<file path="src/rtl/sequential_multiplier_module.sv">
// ---------------------------------------------------------------------------
// sequential_multiplier_module
//
// Purpose:
//   Multi-cycle shift-add multiplier producing the full 2*WIDTH-bit product
//   of two WIDTH-bit operands. One adder is reused across WIDTH steps, so the
//   latency is a constant WIDTH+1 cycles from accept to first out_valid.
//   Valid/ready handshakes on both the operand and the result side.
//
// Parameters:
//   WIDTH          operand width, 2..32 (product is 2*WIDTH bits)
//
// Optional feature:
//   SIGNED_MUL_EN  when defined, a/b are two's complement; magnitudes are
//                  multiplied and the result is negated when the operand
//                  signs differ. Undefined: plain unsigned multiply.
//
// Ports:
//   clk        in   rising-edge clock
//   reset      in   synchronous, active-high reset
//   in_valid   in   operands a/b valid
//   in_ready   out  block can accept operands (IDLE only)
//   a          in   multiplicand [WIDTH-1:0]
//   b          in   multiplier   [WIDTH-1:0]
//   out_valid  out  product valid (DONE only)
//   out_ready  in   consumer takes the product
//   product    out  registered full product [2*WIDTH-1:0]
//   busy       out  high in RUN or DONE
// ---------------------------------------------------------------------------
module sequential_multiplier_module #(
  parameter int WIDTH = 8
) (
  input  logic               clk,
  input  logic               reset,
  input  logic               in_valid,
  output logic               in_ready,
  input  logic [WIDTH-1:0]   a,
  input  logic [WIDTH-1:0]   b,
  output logic               out_valid,
  input  logic               out_ready,
  output logic [2*WIDTH-1:0] product,
  output logic               busy
);

  localparam int                CNT_W = $clog2(WIDTH) + 1;
  localparam logic [CNT_W-1:0]  LAST  = CNT_W'(WIDTH - 1);

  typedef enum logic [1:0] {
    IDLE = 2'b00,
    RUN  = 2'b01,
    DONE = 2'b10
  } state_e;

  state_e               state_q;
  logic [2*WIDTH-1:0]   mcand_q;    // multiplicand, shifted left each step
  logic [WIDTH-1:0]     mplier_q;   // multiplier, shifted right each step
  logic [2*WIDTH-1:0]   acc_q;
  logic [CNT_W-1:0]     cnt_q;
  logic [2*WIDTH-1:0]   product_q;

  logic [WIDTH-1:0]     a_mag;
  logic [WIDTH-1:0]     b_mag;
  logic [2*WIDTH-1:0]   acc_d;      // accumulator after this step's add
  logic [2*WIDTH-1:0]   result_d;   // value written to product on final step

`ifdef SIGNED_MUL_EN
  logic sign_q;

  // Magnitude of the most negative value wraps to 2^(WIDTH-1), which is
  // exactly its correct unsigned magnitude.
  assign a_mag    = a[WIDTH-1] ? WIDTH'(-a) : a;
  assign b_mag    = b[WIDTH-1] ? WIDTH'(-b) : b;
  assign result_d = sign_q ? (2*WIDTH)'(-acc_d) : acc_d;
`else
  assign a_mag    = a;
  assign b_mag    = b;
  assign result_d = acc_d;
`endif

  assign acc_d = acc_q + (mplier_q[0] ? mcand_q : '0);

  // Handshake outputs decode the state register only: no input-to-output path.
  assign in_ready  = (state_q == IDLE);
  assign out_valid = (state_q == DONE);
  assign busy      = (state_q == RUN) || (state_q == DONE);
  assign product   = product_q;

  // NOTE: every register here uses non-blocking assignment so all state
  // updates see the pre-edge values; blocking would chain the shift/add.
  always_ff @(posedge clk) begin
    // NOTE: reset is synchronous and checked first, so it wins over any
    // handshake on the same edge and discards an in-flight result.
    if (reset) begin
      state_q   <= IDLE;
      mcand_q   <= '0;
      mplier_q  <= '0;
      acc_q     <= '0;
      cnt_q     <= '0;
      product_q <= '0;
`ifdef SIGNED_MUL_EN
      sign_q    <= 1'b0;
`endif
    end else begin
      case (state_q)
        IDLE: begin
          if (in_valid) begin
            mcand_q  <= {{WIDTH{1'b0}}, a_mag};
            mplier_q <= b_mag;
            acc_q    <= '0;
            cnt_q    <= '0;
`ifdef SIGNED_MUL_EN
            sign_q   <= a[WIDTH-1] ^ b[WIDTH-1];
`endif
            state_q  <= RUN;
          end
        end

        RUN: begin
          acc_q    <= acc_d;
          mcand_q  <= mcand_q << 1;
          mplier_q <= mplier_q >> 1;
          cnt_q    <= cnt_q + 1'b1;
          // Step count starts at 0, so cnt_q == WIDTH-1 marks the WIDTH-th step.
          if (cnt_q == LAST) begin
            product_q <= result_d;
            state_q   <= DONE;
          end
        end

        DONE: begin
          if (out_ready) state_q <= IDLE;
        end

        default: state_q <= IDLE;
      endcase
    end
  end

endmodule

</file>
<file path="config.mk">
export PLATFORM = sky130hd
export DESIGN_NAME = sequential_multiplier_module
export DESIGN_NICKNAME = d
export VERILOG_FILES = /design/src/rtl/sequential_multiplier_module.sv
export SDC_FILE = /design/constraint.sdc
export NUM_CORES = 1
export LEC_CHECK = 0
export CORE_MARGIN = 5
export CORE_UTILIZATION = 60
export DETAILED_ROUTE_END_ITERATION = 12
export MAX_ROUTING_LAYER = met4
export PLACE_DENSITY_LB_ADDON = 0.05
export SLEW_MARGIN = 20
export SYNTH_ARGS = -nofsm -noshare
export SYNTH_HDL_FRONTEND = slang
export SYNTH_SLANG_ARGS = --single-unit
</file>
<file path="constraint.sdc">
create_clock -name clk -period 6.4 [get_ports clk]
set_input_delay 1.92 -clock clk [delete_from_list [all_inputs] [get_ports clk]]
set_output_delay 1.92 -clock clk [all_outputs]
set_load 0.02 [all_outputs]
</file>
Yosys cells after proc, flatten, opt, wreduce, memory -nomap -nowiden
Index checks and enable logic that the tools add are counted.
{"block": "totals", "ramBits": 0, "output_inout_bits": 19, "inputBits": 20, "mem_bits_ro": 0, "mem_count": 0, "latchBits": 0, "reg_bits": 62, "wordCells": 33}
{"block": "op_classes", "shift": 0, "div_mod_pow": 0, "n_lt_le_gt_ge": 0, "n_eq_ne": 6, "n_reduce_logical": 6, "n_mux": 13, "bitwise_logic": 0, "multipliers": 0, "addsub": 2}
{"cell": "$pmux W16 S2", "count": 2}
{"cell": "$mux W16", "count": 3}
{"cell": "$add A16 B16 Y16", "count": 1}
{"cell": "$pmux W8 S2", "count": 1}
{"cell": "$mux W8", "count": 1}
{"cell": "$pmux W4 S2", "count": 1}
{"cell": "$mux W2", "count": 3}
{"cell": "$pmux W2 S3", "count": 1}
{"cell": "$add A4 B1 Y4 const B", "count": 1}
{"cell": "$eq A4 B3 Y1 const B", "count": 1}
{"cell": "$mux W4", "count": 1}
{"cell": "$ne A2 B1 Y1 const B", "count": 2}
{"cell": "$reduce_and A2 Y1", "count": 2}
{"cell": "$reduce_and A3 Y1", "count": 1}
{"cell": "$eq A2 B1 Y1 const B", "count": 1}
{"cell": "$eq A2 B2 Y1 const B", "count": 1}
{"cell": "$logic_not A2 Y1", "count": 1}
{"cell": "$ne A2 B2 Y1 const B", "count": 1}
{"cell": "$reduce_bool A2 Y1", "count": 1}
{"cell": "$logic_or A1 B1 Y1", "count": 1}

Depth between registers and ports, before layout
Gate-level depths: netlist of the first run.
{"block": "logic_depth", "word_depth": 3, "mapped_depth": 10, "ltp_nobuf": 9}

Least setup slack after synthesis of the first run
No wires, ideal clock.
{"block": "synth_timing", "kind": "input to register", "from": "input in_valid", "to": "register acc_q[13]", "setup_time_ns": 0.117, "arrival_ns": 2.874, "path_slack_ns": 3.409, "cell_stages": 6, "t_required_ns": 6.283, "cell_sequence": "nand2b_1 > and2_1 > buf_2 > nor2b_1 > buf_2 > a32o_1"}
{"block": "synth_between", "elab_chain_cells": 2}
{"element": "start, declared", "line_no": "35", "rtl": "input logic in_valid,"}
{"element": "$ne A2 B2 Y1 (no source line)"}
{"element": "$reduce_and A2 Y1 (no source line)"}
{"element": "end signal, assigned", "line_no": "97", "rtl": "acc_q <= '0;"}
{"element": "end signal, assigned", "line_no": "109", "rtl": "acc_q <= '0;"}
{"element": "end signal, assigned", "line_no": "119", "rtl": "acc_q <= acc_d;"}
{"element": "end, declared", "line_no": "57", "rtl": "logic [2*WIDTH-1:0] acc_q;"}
No other way between the ends.
A chain may end at the register's enable or synchronous reset.

Worst setup path in the final report of the first run
{"block": "layout_timing", "from": "input in_valid", "to": "register acc_q[15]"}
Same word-level chain as after synthesis.

==> metrics.md, run 1 <==
| Metric | Value |
|---|---|
| Final Wtd Congestion | 0.8555 |
| Vert. Die Dim | 84.04 µm |
| Sequential fraction of the synthesis area | 0.3773 |
| Setup slack, reg-to-reg | 3480 ps |
| Worst-Margin Slew | 1043 ps |
| Setup bufs post-CTS | 0 |
| Worst Setup End Kind | register |
| Die Width | 84.04 µm |
| Core ar. | 5405 µm² |
| Commonest non-fill, non-tap cell in the layout | dfxtp_1 |
| Final min period | 3925 ps |
| Leakage | between 1 and 1.5 nW |
| Clock transition at path regs | roughly 70 ps |
| ANT cells | 0 |
| Seq cells post-synth | 62 |
| Core Util, Final | 0.7146 |
| Net load switching power | 0.2485 mW |
| Maximum clock frequency | approximately 250 MHz |
| Switching portion of total power | 0.2736 |
| Post-Syn Instances | approximately 390 |
| Clock latency at the later pin of the worst-skew pair | between 300 and 400 ps |
| Post-route worst setup slack | 2475 ps |
| Cts repair resizes | 0 |
| Largest net degree at the start of global routing | 57 |
| Worst vdd ir | 0.1813 mV |
| Max_cap viols | 0 |
| Post-route DRC | 0 |
| Iteration-0 DRC Markers | 143 |
| Clock root buffer | clkbuf_8 |
| Clock power share | 0.390 |
| Initial Util | 0.6086 |
| Post-synth EDFFs | 0 |
| Min-delay src | product[5] |
| Total GRT Usage | 0.2203 |
| Prevailing post-synth register cell | dfxtp_1 |
| Number of port buffers | 38 |
| CTS buffer count | 9 |
| Crit-path max FO | 17 |
| Netlist cell types | 48 |
| Crit Path Category | primary input to register |
| Comb pwr share | 0.148 |
| Routed len/inst | 15.18 µm |
| Layout cells sized above 1 | 0.06475 |
| Row cnt | 27 |
| R2R Path Start | mplier_q[0] |
| Clk sink count | 62 |
| Setup TNS | 0 ps |
| Pre-CTS setup slack | 2155 ps |
| RSZ-0062 raised after global routing | false |
| Relative slew slack | 0.3047 |
| Final Max Tran Viols | 0 |
| CTS Buffer Depth | 2 |
| Post-route ant nets | 0 |
| Via density | between 5 and 6 |
| Clock H-tree levels | 3 |
| Area growth, synth to finish | 17.42% |
| Critical path data arrival time | 4190 ps |
| Period utilization | 0.6133 |
| I/O pin cnt | 39 |
| Fin nets | 452 |
| Wirelength, routed | roughly 7400 µm |
| Die ar. | 7063 µm² |
| Post-synthesis async set-or-reset flop share | 0 |
| Initial antenna violation count | 0 |
| Final Hold Fails | 0 |
| Syn Area/Cell | 8.522 µm² |
| Status | complete, no violations |
| Max Clock Skew | 5.402 ps |
| Post-detail-place hpwl | 5160 µm |
| Req. time, crit path | 6670 ps |
| Via count | 2813 |
| Pint | 0.6597 mW |
| Hold path depth | 2 |
| Number of global-route vias before repair | 2592 |
| CTS tree | done |
| Pre-antenna DRT Iters | 5 |
| Synth Warn # | 0 |
| Hold Crit Class | register to register |
| Synthesized cell area | 3289 µm² |
| Syn_nets | ~430 |
| Reg-to-Reg End | product[12] |
| Finish-stage setup viols | 0 |
| CTS Hold Bufs | 0 |
| Worst Hold End | product[5] |
| R2R depth | 9 |
| GR Overflow Total | 0 |
| First-pass GRT wire length | 12300 µm |
| Pwr dens | 235.1 nW/µm² |
| Commonest non-fill, non-tap cells in the layout | 62 x dfxtp_1, 40 x nor2_1, 39 x nand2_1, 37 x clkdlybuf4s50_1, 34 x a21oi_1 |
| Startpoint class of the critical path | primary input |
| Sequential group share of total power | 0.462 |
[registers in the layout (all words and copies together), names as in the netlist]
signal    flops
mplier_q      8
acc_q        16
state_q       2
product      16
cnt_q         4
mcand_q      16
[cell usage after synthesis (2+ instances only)]
| cell type | number | area (µm²) |
|---|---|---|
| mux2i_1 | 17 | 170.2 |
| xnor2_1 | 9 | 78.83 |
| and3_1 | 3 | 18.77 |
| inv_1 | 10 | 37.54 |
| nand2b_1 | 2 | 12.51 |
| nor2_1 | 40 | 150.1 |
| a21oi_1 | 34 | 170.2 |
| a211oi_1 | 17 | 127.6 |
| or3_1 | 2 | 12.51 |
| xor2_1 | 4 | 35.03 |
| ha_1 | 19 | 237.7 |
| a22oi_1 | 15 | 112.6 |
| a21o_1 | 3 | 22.52 |
| nor3_1 | 5 | 25.02 |
| o21ai_0 | 10 | 50.05 |
| nand2_1 | 39 | 146.4 |
| nand3_1 | 7 | 35.03 |
| a211oi_2 | 2 | 25.02 |
| nand4_1 | 4 | 25.02 |
| a21oi_2 | 2 | 17.52 |
| o21ai_1 | 3 | 15.01 |
| a31oi_1 | 2 | 12.51 |
| o21a_1 | 4 | 30.03 |
| a22o_1 | 6 | 52.55 |
| clkbuf_1 | 11 | 41.29 |
| dfxtp_1 | 62 | 1241 |
| and2_1 | 18 | 112.6 |
| buf_1 | 3 | 11.26 |
| buf_2 | 11 | 55.05 |
| o211ai_1 | 4 | 30.03 |
[power groups by stage]
stage / Combinational, mW / Sequential, mW / Clock (mW)
floorplan: 0.104 / 0.421 / 0
global placement: 0.130 / 0.427 / 0
detailed placement: 0.134 / 0.428 / 0
CTS: 0.134 / 0.419 / 0.358
global route: 0.150 / 0.422 / 0.380
finish: 0.134 / 0.420 / 0.354
[how the worst max path moves through the flow]
stage / end / depth (start not counted) / start / slack (ps)
final: acc_q[15] / 6 / in_valid / 2480
after floorplan: acc_q[13] / 6 / in_valid / 3410
after CTS: acc_q[15] / 6 / in_valid / 2480
after global placement: acc_q[15] / 6 / in_valid / 2310
after detailed placement: acc_q[15] / 6 / in_valid / 2150
after global routing: acc_q[15] / 6 / in_valid / 2260
[per-layer routing]
metal	global-route usage	part of all wire	wire, µm
met2	0.3350	0.45	3364
met4	0.07895	0.016	119
met3	0.04146	0.059	438
met1	0.2921	0.47	3498
met5	-	0	0
[stage by stage]
stage	total power [mW]	cells	cell area [µm²]	hold slack (ps)
floorplan	0.5257	386	3289	430.3
global placement	0.5573	473	3662	442.6
detailed placement	0.5618	473	3662	446.9
CTS	0.9118	489	3862	455.1
global route	0.9532	489	3862	477.6
finish	0.9081	489	3862	453.9
[final cells by class]
cell class	count	area (µm²)
multi-input cells	289	1903
fillers	440	1543
flip-flops and latches	62	1241
repair buffers	40	390.4
clock buffers	12	155.1
well taps	72	90.09
clock inverters	4	45.04
inverters	10	37.54
[logic make-up (layout without fill, tap and decap cells)]
family | Yosys count | count (layout) | share of synthesized area
AOI/OAI and AO/OA | 113 | 113 | 0.2362
xor gates and xnor gates | 13 | 13 | 0.03461
adders and majority gates | 20 | 20 | 0.07836
buffers and inverters | 35 | 66 | 0.04412
DFF | 62 | 62 | 0.3773
muxes | 18 | 18 | 0.05515
and+or+nand+nor | 125 | 125 | 0.1742
[critical path, cell delays in order]
cell and delay (ps):
clkdlybuf4s50_1 580, nand2b_1 210, and2_1 550, nor2b_1 570, inv_1 160, o21ai_0 190
(Power assumes the default switching activity.)
==> run 2: changes to the inputs <==
--- a/config.mk
+++ b/config.mk
@@ -6,7 +6,7 @@
 export NUM_CORES = 1
 export LEC_CHECK = 0
 export CORE_MARGIN = 5
-export CORE_UTILIZATION = 60
+export CORE_UTILIZATION = 56
 export DETAILED_ROUTE_END_ITERATION = 12
 export MAX_ROUTING_LAYER = met4
 export PLACE_DENSITY_LB_ADDON = 0.05
==> constraint.sdc (replaced) <==
create_clock -name clk -period 4 [get_ports clk]
set_input_delay 1.2 -clock clk [delete_from_list [all_inputs] [get_ports clk]]
set_output_delay 1.2 -clock clk [all_outputs]
set_load 0.02 [all_outputs]
==> metrics.md, run 2 (synthesis results as in run 1) <==
| Metric | Value |
|---|---|
| Commonest non-fill, non-tap cells in the layout | 62 x dfxtp_1, 40 x nor2_1, 39 x nand2_1, 37 x clkdlybuf4s50_1, 34 x a21oi_1 |
| Final Hold Fails | 0 (unchanged) |
| Max Clock Skew | 10.94 ps (+5.533 ps) |
| First-pass GRT wire length | 12480 µm (+1.4%) |
| Vert. Die Dim | 86.64 µm (+3.1%) |
| Clock transition at path regs | 70 ps (about the same) |
| Clock latency at the later pin of the worst-skew pair | 330 ps (about the same) |
| Number of global-route vias before repair | 2651 (+2.3%) |
| Switching portion of total power | 0.2674 (-0.006233) |
| Inst Count DP | 478 (+1.1%) |
| Clock root buffer | clkbuf_8 |
| Hold Crit Class | register to register |
| RSZ-0062 raised after global routing | false |
| Worst vdd ir | 0.2296 mV (+27%) |
| Routed len/inst | 14.97 µm (-1.4%) |
| Max_cap viols | 0 (unchanged) |
| Final Wtd Congestion | 0.9033 (+5.6%) |
| CTS tree | done |
| Largest net degree at the start of global routing | 31 (-46%) |
| Period utilization | 0.7376 |
| Clk sink count | 62 (unchanged) |
| Filler Cell Count | 502 (+14%) |
| Clock H-tree levels | 3 (unchanged) |
| CTS Buffer Depth | 2 (unchanged) |
| Req. time, crit path | 2800 ps (-3870 ps) |
| Post-route ant nets | 0 (unchanged) |
| Commonest non-fill, non-tap cell in the layout | dfxtp_1 |
| Post-route worst setup slack | 1049 ps (-1426 ps) |
| Pint | 1.058 mW (+60%) |
| Sequential group share of total power | 0.465 (+0.003) |
| Final Max Tran Viols | 0 (unchanged) |
| Area growth, synth to finish | 17.99% |
| Wirelength, routed | 7393 µm (-0.38%) |
| Cts repair resizes | 0 (unchanged) |
| Leakage | 1.501 nW (+0.68%) |
| I/O pin cnt | 39 (unchanged) |
| Core ar. | 5816 µm² (+7.6%) |
| Final min period | 2951 ps |
| Layout cells sized above 1 | 0.06921 (+0.004464) |
| Via count | 2803 (-0.36%) |
| Maximum clock frequency | 338.9 MHz |
| Post-route DRC | 0 (unchanged) |
| Comb pwr share | 0.150 (+0.002) |
| Relative slew slack | 0.4645 (+0.1598) |
| Post-route insts no fill | 494 (+1.0%) |
| Via density | 5.674 (-1.4%) |
| Initial Util | 0.5656 (-0.04295) |
| R2R Path Start | mplier_q[0] |
| CTS buffer count | 9 (unchanged) |
| Row cnt | 28 (+3.7%) |
| Clock power share | 0.386 (-0.004) |
| Die ar. | 7506 µm² (+6.3%) |
| Status | complete, no violations |
| Number of port buffers | 38 (unchanged) |
| Critical path data arrival time | 1750 ps (-2440 ps) |
| Die Width | 86.64 µm (+3.1%) |
| Total GRT Usage | 0.2181 (-0.002228) |
| Post-detail-place hpwl | 5297 µm (+2.7%) |
| Design Power | 1.444 mW (+59%) |
| Crit-path max FO | 8 (-9) |
| Worst Setup End Kind | output pin |
| Pre-antenna DRT Iters | 4 (-1) |
| Worst-Margin Slew | 803.2 ps (-239.7 ps) |
| Fin nets | 454 (+0.44%) |
| Crit Path Category | register to output pin |
| CTS Hold Bufs | 0 (unchanged) |
| Min-delay src | product[8] |
| Initial antenna violation count | 0 (unchanged) |
| GR Overflow Total | 0 (unchanged) |
| Startpoint class of the critical path | register |
| Pwr dens | 372.0 nW/µm² (+58%) |
| Min Hold Slack | 456.0 ps (+2.113 ps) |
| Crit path from | state_q[1] |
| Pre-CTS setup slack | 730.1 ps (-1425 ps) |
| Finish-stage setup viols | 0 (unchanged) |
| ANT cells | 0 (unchanged) |
| Setup bufs post-CTS | 0 (unchanged) |
| Iteration-0 DRC Markers | 137 (-4.2%) |
| Net load switching power | 0.3861 mW (+55%) |
| Setup TNS | 0 ps (unchanged) |
run 2: cell types whose count changed in the layout (fill, tap and decap cells not counted):
cell | previous run | this run
buf_4 | 2 | 4
run 2: stage by stage:
| stage | util | instance area (µm²) |
|---|---|---|
| floorplan | - | 3289 |
| global placement | 0.6330 | 3681 |
| detailed placement | 0.6330 | 3681 |
| CTS | 0.6674 | 3881 |
| global route | 0.6674 | 3881 |
| finish | 0.6674 | 3881 |
run 2: layer usage:
layer,up-vias,part of all wire,GRT usage
met4,0,0.018,0.07790
met1,1275,0.46,0.2810
li1,1432,-,-
met5,-,0,-
met2,83,0.47,0.3359
met3,13,0.052,0.04943
run 2: power groups by stage:
stage          clock network [mW]  logic (mW)  registers, mW
5_1_grt                     0.608       0.242          0.675
2_1_floorplan                   0       0.167          0.674
3_5_place_dp                    0       0.217          0.685
6_report                    0.557       0.216          0.671
3_3_place_gp                    0       0.212          0.682
4_1_cts                     0.570       0.218          0.671
run 2: final cells by class:
| type | instances | area [µm²] | share of cell area |
|---|---|---|---|
| Inverter | 10 | 37.54 | 0.009671 |
| Clock inverter | 4 | 45.04 | 0.01161 |
| Multi-Input combinational cell | 289 | 1903 | 0.4903 |
| Tap cell | 75 | 93.84 | 0.02418 |
| Clock buffer | 12 | 155.1 | 0.03997 |
| Sequential cell | 62 | 1241 | 0.3198 |
| Timing Repair Buffer | 42 | 405.4 | 0.1044 |
run 2: critical path, stage by stage (launching register included):
cell and delay, ps:
dfxtp_1 320, inv_1 90, ha_1 350, clkdlybuf4s50_1 670
run 2: final timing paths:
| path | end | slack [ps] | cells after the start |
|---|---|---|---|
| setup / recovery | in_ready | 1050 | 3 |
| hold / removal | product[8] | 460 | 2 |
| hold reg to reg | product[8] | 460 | 2 |
| setup reg to reg | product[12] | 1200 | 9 |
